==> src/rtl/cerebro_pkg.sv <==
// Shared definitions for the sample-array write path.
// Provides default geometry and the one-hot loader state encoding.
package cerebro_pkg;

    localparam int DATA_W_D = 12;
    localparam int DEPTH_D  = 64;
    localparam int IDX_W_D  = 6;

    typedef enum logic [5:0] {
        S_IDLE      = 6'b000001,
        S_WAIT_TRIG = 6'b000010,
        S_ACCEPT    = 6'b000100,
        S_HOLD      = 6'b001000,
        S_STROBE    = 6'b010000,
        S_DONE      = 6'b100000
    } state_t;

endpackage

==> src/rtl/loader_decim.sv <==
// Decimation counter: counts handshakes modulo DECIM.
// Ports: clk, rst_n, clear (restart at 0), advance (one handshake),
//        keep (current handshake is the one to store).
module loader_decim #(
    parameter int DECIM = 1
) (
    input  logic clk,
    input  logic rst_n,
    input  logic clear,
    input  logic advance,
    output logic keep
);

    logic [7:0] cnt;

    assign keep = (cnt == 8'd0);

    always_ff @(posedge clk or negedge rst_n) begin
        if (!rst_n) begin
            cnt <= 8'd0;
        end else if (clear) begin
            cnt <= 8'd0;
        end else if (advance) begin
            if (cnt == 8'(DECIM - 1))
                cnt <= 8'd0;
            else
                cnt <= cnt + 8'd1;
        end
    end

endmodule

==> src/rtl/array_loader.sv <==
// Write-side controller for the sample array: decimates a valid/ready
// sample stream and writes one frame of DEPTH samples per arm.
// Ports: clk, rst_n, arm, abort, trig, s_valid/s_data/s_ready (stream in),
//        put/p_index/p_val (array write port), busy, frame_done, frame_count.
module array_loader
    import cerebro_pkg::*;
#(
    parameter int DATA_W     = DATA_W_D,
    parameter int DEPTH      = DEPTH_D,
    parameter int IDX_W      = IDX_W_D,
    parameter int DECIM      = 1,
    parameter int TRIG_EN    = 1,
    parameter int CONTINUOUS = 0
) (
    input  logic              clk,
    input  logic              rst_n,
    input  logic              arm,
    input  logic              abort,
    input  logic              trig,
    input  logic              s_valid,
    input  logic [DATA_W-1:0] s_data,
    output logic              s_ready,
    output logic              put,
    output logic [IDX_W-1:0]  p_index,
    output logic [DATA_W-1:0] p_val,
    output logic              busy,
    output logic              frame_done,
    output logic [7:0]        frame_count
);

    localparam logic [IDX_W-1:0] LAST = IDX_W'(DEPTH - 1);
    localparam state_t ARM_ST = (TRIG_EN != 0) ? S_WAIT_TRIG : S_ACCEPT;

    state_t           state;
    state_t           next;
    logic [IDX_W-1:0] wr_ptr;
    logic             hs;
    logic             keep;
    logic             dec_clr;
    logic             dec_adv;
    logic             load;
    logic             wr_inc;
    logic             wr_clr;

    assign hs = s_valid && s_ready;

    loader_decim #(
        .DECIM(DECIM)
    ) u_decim (
        .clk    (clk),
        .rst_n  (rst_n),
        .clear  (dec_clr),
        .advance(dec_adv),
        .keep   (keep)
    );

    always_comb begin
        next    = state;
        dec_clr = 1'b0;
        dec_adv = 1'b0;
        load    = 1'b0;
        wr_inc  = 1'b0;
        wr_clr  = 1'b0;
        unique case (state)
            S_IDLE: begin
                if (arm) begin
                    next    = ARM_ST;
                    dec_clr = 1'b1;
                    wr_clr  = 1'b1;
                end
            end
            S_WAIT_TRIG: begin
                // samples taken here are deliberately thrown away
                if (trig)
                    next = S_ACCEPT;
            end
            S_ACCEPT: begin
                if (hs) begin
                    dec_adv = 1'b1;
                    if (keep) begin
                        load = 1'b1;
                        next = S_HOLD;
                    end
                end
            end
            S_HOLD: begin
                next = S_STROBE;
            end
            S_STROBE: begin
                if (wr_ptr == LAST) begin
                    next   = S_DONE;
                    wr_clr = 1'b1;
                end else begin
                    next   = S_ACCEPT;
                    wr_inc = 1'b1;
                end
            end
            S_DONE: begin
                if (CONTINUOUS != 0) begin
                    next    = ARM_ST;
                    dec_clr = 1'b1;
                    wr_clr  = 1'b1;
                end else begin
                    next = S_IDLE;
                end
            end
            default: begin
                next = S_IDLE;
            end
        endcase
        if (abort) begin
            next = S_IDLE;
            load = 1'b0;
        end
    end

    always_ff @(posedge clk or negedge rst_n) begin
        if (!rst_n) begin
            state       <= S_IDLE;
            wr_ptr      <= '0;
            s_ready     <= 1'b0;
            put         <= 1'b0;
            p_index     <= '0;
            p_val       <= '0;
            busy        <= 1'b0;
            frame_done  <= 1'b0;
            frame_count <= 8'd0;
        end else begin
            state   <= next;
            s_ready <= (next == S_WAIT_TRIG) || (next == S_ACCEPT);
            busy    <= (next != S_IDLE);
            // put trails the STROBE state so an abort there cannot cut it short
            put        <= (state == S_STROBE);
            frame_done <= (state == S_DONE);
            if (state == S_DONE)
                frame_count <= frame_count + 8'd1;
            if (load) begin
                p_val   <= s_data;
                p_index <= wr_ptr;
            end
            if (wr_clr)
                wr_ptr <= '0;
            else if (wr_inc)
                wr_ptr <= wr_ptr + 1'b1;
        end
    end

endmodule
==> config.mk <==
export PLATFORM = sky130hd
export DESIGN_NAME = array_loader
export DESIGN_NICKNAME = d
export VERILOG_FILES = /design/src/rtl/cerebro_pkg.sv /design/src/rtl/loader_decim.sv /design/src/rtl/array_loader.sv
export SDC_FILE = /design/constraint.sdc
export NUM_CORES = 1
export LEC_CHECK = 0
export CORE_ASPECT_RATIO = 1.5
export CORE_MARGIN = 1.5
export CORE_UTILIZATION = 55
export CTS_CLUSTER_DIAMETER = 120
export DETAILED_ROUTE_END_ITERATION = 10
export GPL_TIMING_DRIVEN = 0
export MAX_ROUTING_LAYER = met4
export PLACE_DENSITY = 0.85
export SKIP_CTS_REPAIR_TIMING = 1
export SLEW_MARGIN = 20
export SYNTH_ARGS = -nofsm -noshare
export SYNTH_HDL_FRONTEND = slang
export SYNTH_HIERARCHICAL = 1
export SYNTH_SLANG_ARGS = --single-unit
==> constraint.sdc <==
create_clock -name clk -period 4.5 [get_ports clk]
set_clock_uncertainty 0.05 [all_clocks]
set_input_delay 0.45 -clock clk [delete_from_list [all_inputs] [get_ports clk]]
set_output_delay 0.45 -clock clk [all_outputs]
set_load 0.01 [all_outputs]
# Yosys cells after proc, flatten, opt, wreduce, memory -nomap -nowiden
# Cells that the tools add are included.
# word_totals
regBits	50
input_bits	18
out_inout_bits	30
# classes
addsub	3
eq_ne	10
mux	24
n_reduce_logical	5
# ops
op	n
$mux W6	8
$pmux W6 S5	1
$mux W8	3
$add A8 B1 Y8 const B	2
$eq A6 B2 Y1 const B	2
$eq A6 B3 Y1 const B	2
$eq A6 B6 Y1 const B	2
$mux W1	11
$logic_not A8 Y1	1
$add A6 B1 Y6 const B	1
$eq A6 B1 Y1 const B	1
$eq A6 B4 Y1 const B	1
$eq A6 B5 Y1 const B	1
$ne A6 B1 Y1 const B	1
$reduce_bool A2 Y1	2
$pmux W1 S2	1
$logic_and A1 B1 Y1	1
$logic_or A1 B1 Y1	1

# Longest topological paths before layout
# Gate-level depths: netlist (run 1).
# logic_depth
depth_word	7
mapped_depth	9

# Cells and area by module
# The synthesis (run 1) kept the hierarchy.
# by_module_without_submodules
mod	instances	cells_each	area_each_um2	seq_area_each_um2
array_loader	1	148	1858.0	1052.3
loader_decim	1	51	479.2	200.2

# Worst setup path after synthesis (run 1)
# OpenSTA, ideal clock, no wires.
# synth_path
path_type	register -> register
start	register u_decim.cnt[0]
end	register p_index[5]
arrival_ps	2146
required_ps	4323
setup_slack_ps	2176
stages_incl_launch_ff	10
n_path_buf	2
cell_sequence	dfrtp_1 -> inv_1 -> ha_1 -> or4b_4 -> nor2_1 -> and3_1 -> nor3b_1 -> buf_4 -> buf_6 -> mux2_1
# synth_via
elab_chain_len	5
# synth_rtl
item	line	rtl
start, declared	loader_decim.sv:14	logic [7:0] cnt;
start signal, assigned	loader_decim.sv:27	cnt <= cnt + 8'd1;
$logic_not A8 Y1	loader_decim.sv:16	assign keep = (cnt == 8'd0);
net keep	array_loader.sv:38	logic keep;
$mux W1	array_loader.sv:80	if (keep) begin
$mux W1	array_loader.sv:78	if (hs) begin
$mux W1	array_loader.sv:64	unique case (state)
$mux W1	array_loader.sv:111	if (abort) begin
end signal, assigned	array_loader.sv:139	p_index <= wr_ptr;
end, declared	array_loader.sv:24	output logic [IDX_W-1:0] p_index,
# The timed path passes the listed nets, and every way through them passes these cells.
# A chain may end at the register's enable or synchronous reset.

# Final worst setup path (run 1)
# layout_path
start	register u_decim.cnt[0]
end	register p_val[4]
# layout_via
elab_chain_len	5
# layout_rtl
item	line	rtl
$logic_not A8 Y1	loader_decim.sv:16	
net keep	array_loader.sv:38	
$mux W1	array_loader.sv:80	
$mux W1	array_loader.sv:78	
$mux W1	array_loader.sv:64	
$mux W1	array_loader.sv:111	
end signal, assigned	array_loader.sv:138	p_val <= s_data;
end, declared	array_loader.sv:25	output logic [DATA_W-1:0] p_val,
# The timed path passes the listed nets, and every way through them passes these cells.

==> results.py, run 1 <==
metrics = {
    "detailed_routing": {
        "drc_errors": 0,
        "routed_wl_um": 4500,
        "vias": 1788,
        "firstDrtPassIters": 4,
        "wl_per_cell_um": 15.0,
        "routed_via_density": 5.96,
        "drt_iter0_drc": 41,
        "ant_nets": 0,
    },
    "global_route": {
        "antenna_found_initial": 0,
        "grt_max_degree": 32,
        "grt_pass1_vias": 1753,
        "grt_usage_pct": 21.0,
        "grt_pass1_wl_um": 7660,
        "grt_overflow": 0,
    },
    "synthesis": {
        "ys_warn_count": 6,
        "synth-seq-cells": 50,
        "synth_area_leaders": "dfrtp_1 (52%), mux2_2 (4.8%), mux2_1 (4.3%)",
        "async_flop_share_pct": 100,
        "syn-num-nets": 221,
        "synth_area_sq_mm": 0.00234,
        "synth_edf_count": 0,
        "synth_top_area_share_pct": 52.5,
        "yosys.area.top_type": "dfrtp_1",
        "synthFlopType": "dfrtp_1",
        "avgSynthCellArea_sq_um": 11.7,
        "synthCells": 199,
        "yosysSeqAreaShare_pct": 53.6,
        "ys_types": 43,
    },
    "floorplanning": {
        "fp.coreArea_sq_mm": 0.00399,
        "fp.dieH_um": 82.8,
        "initial_core_util_pct": 58.5,
        "dieArea_sq_mm": 0.00466,
        "row_count": 28,
        "fp.dieW_um": 56.2,
        "io_pins": 48,
    },
    "placement": {
        "pre_cts_ws_ns": 1.98,
        "dp_hpwl_um": 3310,
        "place.gp.congestion": 0.815,
        "io_buffers": 47,
    },
    "final_layout": {
        "multiInputGateArea_sq_mm": 0.00101,
        "antenna_cells": 0,
        "nFillCells": 286,
        "drive_above_1_share_pct": 12.9,
        "area_delta_synth_final_pct": 27.1,
        "seqCellArea_sq_mm": 0.00125,
        "fin_nets": 276,
    },
    "clocking": {
        "clock_latency_ns": 0.30,
        "clock_sinks": 50,
        "cts.clk_slew.worst_paths_ns": 0.09,
        "cts_buffer_depth": 2,
        "root_buffer": "clkbuf_8",
        "numCtsBuffers": 5,
        "htree_levels": 2,
        "cts_tree": "built",
    },
    "pwr": {
        "p_leak_uw": 0.00135,
        "irDropWorstVdd_uv": 241,
        "p_per_area_mw_per_mm2": 268,
    },
    "worst_setup_path": {
        "crit_path_end": "p_val[4]",
        "end_kind": "flip-flop",
        "setup.reg_to_reg.worst_slack_ns": 1.97,
        "rr_startpoint": "u_decim/cnt[0]",
        "arrival_ns": 2.67,
        "path_class": "reg -> reg",
        "crit_path_start_kind": "flip-flop",
        "rr_worst_depth": 9,
        "required_ns": 4.64,
        "regToRegEndpoint": "p_val[4]",
        "cp-startpoint": "u_decim/cnt[0]",
        "cp_max_fo": 10,
    },
    "sta": {
        "tightest_slew_ns": 0.474,
        "fmax_mhz": 395,
        "rsz0062_at_grt": "false",
        "setup_tns_ns": 0,
        "finalHoldViolCount": 0,
        "layout_setup_ws_ns": 1.97,
        "fin_crit_sh_pct": 56.2,
        "finalSetupViolCount": 0,
        "maxSlewViolCount": 0,
        "slew_headroom_pct": 68.3,
        "period_needed_ns": 2.53,
    },
    "status": {
        "status": "finished, final reports clean",
    },
    "run": {
        "max-cap-violations": 0,
    },
    "hold_path": {
        "hold_path_class": "in -> async",
    },
}
[cells in the mapped netlist, drive strengths merged (5+ instances only)]
cell type  count
inv            7
a21oi          7
dfrtp         49
nor2          10
mux2          19
xnor2          6
o21ai         11
nand2         16
o211ai         5
nand3         12
[worst min-delay path by stage]
stage | endpoint | cells after the start | start | slack [ns]
finish | u_decim/cnt[7] | 1 | rst_n | 0.03
global route | u_decim/cnt[7] | 1 | rst_n | 0.07
CTS | u_decim/cnt[7] | 1 | rst_n | 0.05
detailed placement | u_decim/cnt[7] | 1 | rst_n | 0.38
global placement | frame_count[7] | 1 | frame_count[7] | 0.41
floorplan | busy | 0 | rst_n | 0.10
[area by class of cell]
| cell class | count | area share, % |
|---|---|---|
| clock inverter | 1 | 0.168 |
| timing repair buffer | 48 | 16.3 |
| multi-input combinational | 136 | 34.1 |
| inverter | 8 | 1.01 |
| tap | 45 | 1.90 |
| sequential | 50 | 42.2 |
| clock buffer | 7 | 2.91 |
| buffer | 5 | 1.39 |
[flip-flops by register name (all words and copies together) (netlist names)]
name / flops
frame_done: 1
s_ready: 1
put: 1
state: 6
u_decim/cnt: 8
frame_count: 8
wr_ptr: 6
p_index: 6
p_val: 12
busy: 1
[worst max-delay path: stages (launching register included)]
cell     delay (ns)
dfrtp_1        0.42
inv_1          0.09
ha_1           0.14
or4b_4         0.51
nor2_1         0.12
and3_1         0.18
nor3b_1        0.18
buf_4          0.23
buf_6          0.17
mux2_1         0.32
[metal layers]
layer  routed length (um)  global-route usage (%)
met3                  183                    3.74
met5                    0                       -
met2                 2400                    34.2
met1                 1820                    24.4
met4                   97                    11.0
[where the power goes]
part | internal, uW | switching (uW)
combinational | 32.4 | 37.9
sequential | 455 | 4.45
clock | 124 | 143
total | 612 | 185
[layout by cell type, fill, tap and decap left out, types with 4 or more instances in the layout]
cell type	Yosys	layout
dfrtp_1	49	49
clkdlybuf4s50_1	0	46
nand2_1	15	15
nand3_1	11	11
o21ai_0	11	11
mux2_2	10	10
nor2_1	9	9
mux2_1	9	9
inv_1	7	7
a21oi_1	7	7
xnor2_1	6	6
clkbuf_8	0	6
o211ai_1	5	5
and3_1	4	4
xor2_1	4	4
o2111ai_1	4	4
ha_1	4	4
or3_1	4	4
[cell families after synthesis]
kind of cell | synth area share, %
adders and majority gates | 2.14
AOI/OAI and AO/OA | 10.5
xor gates and xnor gates | 3.75
buffers and inverters | 3.05
DFF | 53.6
and+or+nand+nor | 17.4
muxes | 9.58
[stage by stage]
step	area, sq um	util (%)	hold slack [ns]	power (uW)	cells
finish	2970	74.4	0.0329	797	300
global route	2970	74.4	0.0710	827	300
CTS	2970	74.4	0.0464	806	300
detailed placement	2880	72.1	0.382	540	292
global placement	2860	71.7	0.411	536	291
floorplan	2340	-	0.104	499	199
No activity file was read; power rests on OpenSTA's default activity.
==> run 2, diff against run 1 <==
CORE_UTILIZATION = 46   (was 55)
PLACE_DENSITY = 0.76   (was 0.85)
clock period = 2.2 ns   (was 4.5 ns; I/O delays follow)
==> results.py, run 2 (synthesis gave the netlist of run 1 again) <==
metrics = {
    "status": {
        "status": "finished with violations",
        "violations": "negative setup slack",
    },
    "final_layout": {
        "final_cells": 329,
        "fin_nets": 284,
        "largest_register": "p_val",
        "reg_top3": "p_val (12), frame_count (8), u_decim/cnt (8)",
        "final_cell_mix": "dfrtp_1 (48), clkdlybuf4s50_1 (46), nand2_1 (15)",
        "nFillCells": 388,
        "finalInstanceArea_sq_mm": 0.00315,
        "largest_register_ffs": 12,
        "final_common_cell": "dfrtp_1",
        "drive_above_1_share_pct": 21.3,
        "antenna_cells": 0,
        "fin_util_pct": 65.0,
        "area_delta_synth_final_pct": 34.8,
    },
    "worst_setup_path": {
        "regToRegEndpoint": "p_index[3]",
        "end_kind": "flip-flop",
        "path_depth": 9,
        "rr_worst_depth": 9,
        "path_class": "reg -> reg",
        "setup.reg_to_reg.worst_slack_ns": -0.21,
        "rr_startpoint": "u_decim/cnt[0]",
        "cp_max_fo": 7,
        "required_ns": 2.33,
        "arrival_ns": 2.54,
        "worstPathCellList": "inv_2 > ha_2 > or4b_4 > nor2_4 > and3_4 > nor3b_4 > buf_6 > buf_12 > mux2_2",
        "crit_path_start_kind": "flip-flop",
        "slowest_delay_ns": 0.50,
        "slowest_stage": "or4b_4",
        "cp_num_buf_inv": 3,
        "cp_top_family": "simple AND/OR/NAND/NOR gates",
    },
    "detailed_routing": {
        "ant_nets": 0,
        "firstDrtPassIters": 4,
        "drc_errors": 0,
        "routed_via_density": 5.26,
        "drt_iter0_drc": 48,
        "vias": 1731,
        "routed_wl_um": 4800,
        "wl_per_cell_um": 14.6,
    },
    "sta": {
        "fin_crit_sh_pct": 109,
        "finalHoldViolCount": 0,
        "tightest_slew_ns": 0.626,
        "fmax_mhz": 415,
        "slew_headroom_pct": 58.2,
        "layout_setup_ws_ns": -0.208,
        "finalSetupViolCount": 19,
        "maxSlewViolCount": 0,
        "rsz0062_at_grt": "true",
        "period_needed_ns": 2.41,
    },
    "floorplanning": {
        "fp.coreArea_sq_mm": 0.00485,
        "io_pins": 48,
        "row_count": 31,
        "initial_core_util_pct": 48.2,
        "fp.dieH_um": 90.3,
        "fp.dieW_um": 61.2,
        "dieArea_sq_mm": 0.00553,
    },
    "clocking": {
        "numCtsBuffers": 5,
        "cts.clk_slew.worst_paths_ns": 0.09,
        "htree_levels": 2,
        "root_buffer": "clkbuf_8",
        "cts_tree": "built",
        "clock_sinks": 50,
        "cts_buffer_depth": 2,
        "clock_latency_ns": 0.30,
    },
    "global_route": {
        "grt_max_degree": 51,
        "grt_pass1_wl_um": 7800,
        "grt_pass1_vias": 1684,
        "grt_overflow": 0,
        "antenna_found_initial": 0,
        "grt_usage_pct": 18.9,
    },
    "placement": {
        "post_dp_cell_area_sq_mm": 0.00293,
        "dp_hpwl_um": 3220,
        "place.gp.congestion": 0.875,
        "io_buffers": 47,
        "dpl.cell_count": 312,
    },
    "pwr": {
        "p_per_area_mw_per_mm2": 520,
        "p_leak_uw": 0.00141,
        "power_uw": 1640,
        "irDropWorstVdd_uv": 396,
    },
    "hold_path": {
        "hold_path_class": "in -> async",
    },
    "run": {
        "max-cap-violations": 0,
    },
}
-- run 2: how the worst max path moves through the flow --
stage / startpoint / endpoint
CTS: u_decim/cnt[0] / p_val[6]
floorplan: u_decim/cnt[0] / p_index[5]
finish: u_decim/cnt[0] / p_index[3]
global route: u_decim/cnt[0] / p_index[3]
detailed placement: u_decim/cnt[0] / p_val[6]
global placement: rst_n / u_decim/cnt[0]
-- run 2: power breakdown --
group | total [uW] | internal (uW) | switching (uW)
clock | 544 | 254 | 289
sequential | 941 | 931 | 9.62
combinational | 155 | 73.2 | 81.9
-- run 2: cell type report --
type,count,area (sq um),share of cell area (%)
Buffer,5,53.8,1.71
Clock buffer,7,86.3,2.74
Clock inverter,1,5.00,0.159
Inverter,8,30.0,0.953
Multi-Input combinational cell,136,1090,34.6
Sequential cell,50,1250,39.8
Tap cell,66,82.6,2.62
Timing Repair Buffer,56,551,17.5
-- run 2: metrics by stage --
| step | setup TNS [ns] | hold WS, ns | worst slack [ns] |
|---|---|---|---|
| floorplan | -0.541 | -0.126 | -0.0601 |
| detailed placement | -3.59 | 0.239 | -0.257 |
| finish | -3.61 | 0.426 | -0.208 |
| global placement | -34.11 | 0.410 | -0.636 |
| CTS | -4.17 | -0.0935 | -0.280 |
| global route | -4.94 | 0.470 | -0.264 |
-- run 2: routing by layer --
metal  wire, um  vias up  track usage, %
li1           -      840               -
met1       2000      858            23.2
met2       2590       26            29.4
met3        124        7            3.30
met4         91        0            8.70
met5          0        -               -
-- run 2: worst register-to-register path: cells and delay by family, from the launching register on --
| family | cells | cell delay [ns] |
|---|---|---|
| adder cells (fa/ha/maj) | 1 | 0.15 |
| buffers and inverters | 3 | 0.35 |
| AND/OR/NAND/NOR | 4 | 0.98 |
| flip-flops | 1 | 0.43 |
| multiplexers | 1 | 0.33 |
==> run 3, diff against run 2 <==
CORE_MARGIN = default   (was 1.5)
==> results.py, run 3 (synthesis gave the netlist of run 1 again) <==
metrics = {
    "status": {
        "status": "finished with violations",
        "violations": "negative setup slack",
    },
    "hold_path": {
        "hold_path_class": "in -> async",
    },
    "pwr": {
        "power_uw": 1640,
        "p_sw_uw": 383,
        "p_seq_share_pct": 57.2,
        "switching_share_pct": 23.3,
        "clkPwrFrac_pct": 33.2,
        "p_per_area_mw_per_mm2": 511,
        "irDropWorstVdd_uv": 448,
        "pwr-share-comb_pct": 9.6,
        "p_int_uw": 1260,
        "p_leak_uw": 0.00143,
    },
    "worst_setup_path": {
        "cp_max_fo": 6,
        "path_class": "reg -> reg",
        "rr_startpoint": "u_decim/cnt[0]",
        "setup.reg_to_reg.worst_slack_ns": -0.19,
        "cp-startpoint": "u_decim/cnt[0]",
        "crit_path_end": "p_val[7]",
        "crit_path_start_kind": "flip-flop",
        "regToRegEndpoint": "p_val[7]",
        "rr_worst_depth": 9,
        "end_kind": "flip-flop",
        "required_ns": 2.34,
        "arrival_ns": 2.53,
    },
    "global_route": {
        "antenna_found_initial": 0,
        "grt_max_degree": 51,
        "grt_overflow": 0,
        "grt_pass1_vias": 1639,
        "grt_pass1_wl_um": 7260,
        "grt_usage_pct": 18.5,
    },
    "final_layout": {
        "drive_above_1_share_pct": 22.6,
        "nFillCells": 360,
        "largest_register": "p_val",
        "final_common_cell": "dfrtp_1",
        "fin_util_pct": 66.4,
        "antenna_cells": 0,
        "fin_nets": 287,
        "reg_top3": "p_val (12), frame_count (8), u_decim/cnt (8)",
        "largest_register_ffs": 12,
        "final_cell_mix": "dfrtp_1 (48), clkdlybuf4s50_1 (46), nand2_1 (15), mux2_4 (15)",
        "area_delta_synth_final_pct": 37.7,
    },
    "floorplanning": {
        "fp.coreArea_sq_mm": 0.00485,
        "dieArea_sq_mm": 0.00538,
        "io_pins": 48,
        "row_count": 31,
        "fp.dieW_um": 60.2,
        "fp.dieH_um": 89.3,
        "initial_core_util_pct": 48.2,
    },
    "clocking": {
        "clock_latency_ns": 0.30,
        "cts_buffer_depth": 2,
        "cts_tree": "built",
        "cts.clk_slew.worst_paths_ns": 0.09,
        "clock_sinks": 50,
        "htree_levels": 2,
        "root_buffer": "clkbuf_8",
        "numCtsBuffers": 5,
    },
    "placement": {
        "dp_hpwl_um": 3150,
        "place.gp.congestion": 0.863,
        "io_buffers": 47,
    },
    "detailed_routing": {
        "drc_errors": 0,
        "firstDrtPassIters": 4,
        "vias": 1733,
        "wl_per_cell_um": 13.8,
        "routed_via_density": 5.22,
        "routed_wl_um": 4590,
        "drt_iter0_drc": 41,
        "ant_nets": 0,
    },
    "sta": {
        "fmax_mhz": 419,
        "finalSetupViolCount": 19,
        "rsz0062_at_grt": "true",
        "finalHoldViolCount": 0,
        "slew_headroom_pct": 59.2,
        "fin_crit_sh_pct": 109,
        "layout_setup_ws_ns": -0.188,
        "period_needed_ns": 2.39,
        "maxSlewViolCount": 0,
        "tightest_slew_ns": 0.612,
    },
    "run": {
        "max-cap-violations": 0,
    },
}
run 3: cell count changes in the layout (fill, tap and decap cells not counted), sizes merged:
cell / delta
buf: +2
clkinvlp: +1
run 3: worst min-delay path by stage:
stage                   startpoint             end  depth (start not counted)
finish                       rst_n      frame_done                          2
global placement    frame_count[7]  frame_count[7]                          1
CTS                          rst_n      frame_done                          1
detailed placement           rst_n      frame_done                          1
global route            s_data[11]       p_val[11]                          2
floorplan                    rst_n            busy                          0
run 3: worst max-delay path, cell delays in order, from the launching register on:
cell,delay [ns]
dfrtp_1,0.42
inv_2,0.09
ha_4,0.11
or4b_4,0.48
nor2_1,0.11
and3_1,0.19
nor3b_4,0.21
buf_6,0.17
clkbuf_16,0.15
mux2_4,0.29
run 3: power by group through the flow:
stage / logic, uW / clock network [uW] / registers (uW)
after floorplan: 61.0 / 0 / 961
after global placement: 141 / 0 / 959
after detailed placement: 142 / 0 / 959
after CTS: 143 / 568 / 941
after global routing: 172 / 603 / 943
final: 158 / 545 / 941
run 3: final cells by class:
| type | instances | area [sq um] | area share [%] |
|---|---|---|---|
| timing repair buffer | 59 | 591 | 18.4 |
| multi-input combinational | 136 | 1110 | 34.6 |
| sequential | 50 | 1250 | 39.0 |
| clock buffer | 6 | 82.6 | 2.57 |
| tap | 66 | 82.6 | 2.57 |
| buffer | 5 | 53.8 | 1.67 |
| clock inverter | 2 | 12.5 | 0.389 |
| inverter | 8 | 30.0 | 0.933 |
run 3: metal layers:
| metal | vias up | wire (um) | track usage, % |
|---|---|---|---|
| met5 | - | 0 | - |
| met4 | 0 | 61 | 6.98 |
| met3 | 7 | 121 | 4.05 |
| met2 | 25 | 2430 | 31.1 |
| met1 | 856 | 1980 | 21.3 |
| li1 | 845 | - | - |
run 3: metrics by stage:
stage / cells / area (sq um) / worst slack [ns] / setup TNS [ns] / hold slack [ns]
floorplan: 199 / 2380 / -0.0601 / -0.541 / -0.126
global placement: 312 / 2930 / -0.622 / -33.45 / 0.411
detailed placement: 312 / 2930 / -0.257 / -3.67 / 0.230
CTS: 320 / 3030 / -0.279 / -4.15 / -0.108
global route: 332 / 3220 / -0.271 / -4.57 / 0.458
finish: 332 / 3220 / -0.188 / -2.99 / 0.417
==> RTL change (flow settings as in run 3) <==
`CONTINUOUS`: 0 -> 1.
--- a/src/rtl/array_loader.sv
+++ b/src/rtl/array_loader.sv
@@ -10,7 +10,7 @@
     parameter int IDX_W      = IDX_W_D,
     parameter int DECIM      = 1,
     parameter int TRIG_EN    = 1,
-    parameter int CONTINUOUS = 0
+    parameter int CONTINUOUS = 1
 ) (
     input  logic              clk,
     input  logic              rst_n,
Behaviour: no difference found for any inputs over 10 cycles, from zero or initial values and one cycle with rst_n low; that may be too few to reach the edited logic, so the function may still have changed.
==> RTL change against run 3 <==
- the flow still finishes with violations (setup timing)
- fmax up 0.54%
- total power increased by 9.8%
- worst setup slack better by 13 ps
- sequential cell count did not move
- area after synthesis rose by 3.5%
- wire length up 13%
- cell count is 4.8% higher
- final area is 5.4% higher
- combinational power up 42%
- largest cell class unchanged
==> RTL change: results (changes against run 3) <==
Sw Ratio=0.231 (-0.00262); xor/xnor cell area share of the yosys netlist=0.0434 (+0.00596); first-pass GRT wire length=8040 µm (+11%); top post-synthesis cells by area=dfrtp_1 51%, mux2_4 5.6%, mux2_1 4.7%; status=complete, but fails checks; DR WL/cell=14.9 µm (+7.9%); worst vdd ir=0.314 mV (-30%); Distinct cells, synth=49 (+14%); Synth Area in Compound Gates=0.103 (-0.00203); worst-path fanout max=10 (+4); initial detailed-routing violation count=47 (+15%); post-DP HPWL=3330 µm (+5.6%); Hold Path Class=reg -> reg; GR Util met2=0.309 (-0.00181); worst slack, placed=-438 ps (-181 ps); Setup-failing EPs final=21 (+2); failing checks=setup timing; share of cells above drive strength 1=0.275 (+0.0494); setup ws final=-175 ps (+12.7 ps); CTS buffer count=5 (unchanged); Port Buffers=47 (unchanged); fin nets=301 (+4.9%); Reg clk slew, reported paths=90 ps (about the same); met1 Use GR=0.238 (+0.0255); dpl cells=318 (+1.9%); Leak=1.53 nW (+7.1%); DR vias=1,851 (+6.8%); syn avg cell area=11.9 µm² (+1.5%); Vias/cell=5.32 (+1.9%); Worst slew margin=0.534 (-0.0579); routing usage on met3=0.0430 (+0.00246); vias in the first global route=1,791 (+9.3%); Post-Syn Nets=225 (+1.8%); WP data arrival=2520 ps (about the same); Synth Area in Adders=0.0207 (-0.000731); sequential-to-total area share from yosys stat=0.518 (-0.0183); Tot GR Track Use=0.196 (+0.0103); most common library cells after synthesis=49 x dfrtp_1, 13 x nor2_1, 12 x nand2_1; placer's final routability congestion estimate=0.807 (-6.5%)
[RTL change: through the flow]
stage | instance area [µm²] | TNS [ps] | hold slack, ps
CTS | 3150 | -5490 | -105
global route | 3390 | -4670 | 457
floorplan | 2480 | -1840 | -126
detailed placement | 3040 | -5150 | 232
finish | 3390 | -3130 | 424
global placement | 3040 | -33930 | 410
[RTL change: final cells by class]
cell class / instances / area, µm²
fillers: 404 / 1690
flip-flops and latches: 50 / 1250
multi-input cells: 137 / 1180
repair buffers: 70 / 659
well taps: 68 / 85.1
clock buffers: 6 / 72.6
plain buffers: 4 / 62.6
inverters: 10 / 40.0
clock inverters: 2 / 37.5
repair inverters: 1 / 7.51
[RTL change: routing by layer]
layer | wire, µm | share of wire
met1 | 2180 | 0.42
met2 | 2770 | 0.53
met3 | 147 | 0.028
met4 | 107 | 0.021
met5 | 0 | 0
[RTL change: logic make-up after synthesis]
kind of cell | count (synthesis)
DFF | 50
adders and majority gates | 4
AOI/OAI and AO/OA | 35
muxes | 20
xor gates and xnor gates | 12
buffers and inverters | 16
and+or+nand+nor | 66
[RTL change: worst max-delay path: stages, from the launching register on]
cell and delay [ps]:
dfrtp_1 420, inv_2 70, ha_1 140, or4b_4 480, nor2_4 90, nand3_2 80
or3_4 350, buf_12 140, buf_12 140, mux2_4 300
[RTL change: worst paths after layout]
check | slack, ps | depth (start not counted) | end
min | 420 | 1 | frame_count[7]$_DFFE_PN0P_
min reg2reg | 420 | 1 | frame_count[7]$_DFFE_PN0P_
min in group asynchronous | 430 | 2 | p_val[11]$_DFFE_PN0P_
max | -180 | 9 | p_val[6]$_DFFE_PN0P_
max in group asynchronous | 1250 | 2 | state[5]$_DFF_PN0_
max reg2reg | -180 | 9 | p_val[6]$_DFFE_PN0P_
[RTL change: power groups by stage]
stage          clock, mW  sequential (mW)  combinational, mW
6_report           0.640            0.940              0.224
5_1_grt            0.708            0.942              0.241
4_1_cts            0.664            0.940              0.178
3_5_place_dp           0            0.958              0.178
3_3_place_gp           0            0.958              0.175
2_1_floorplan          0            0.960             0.0927
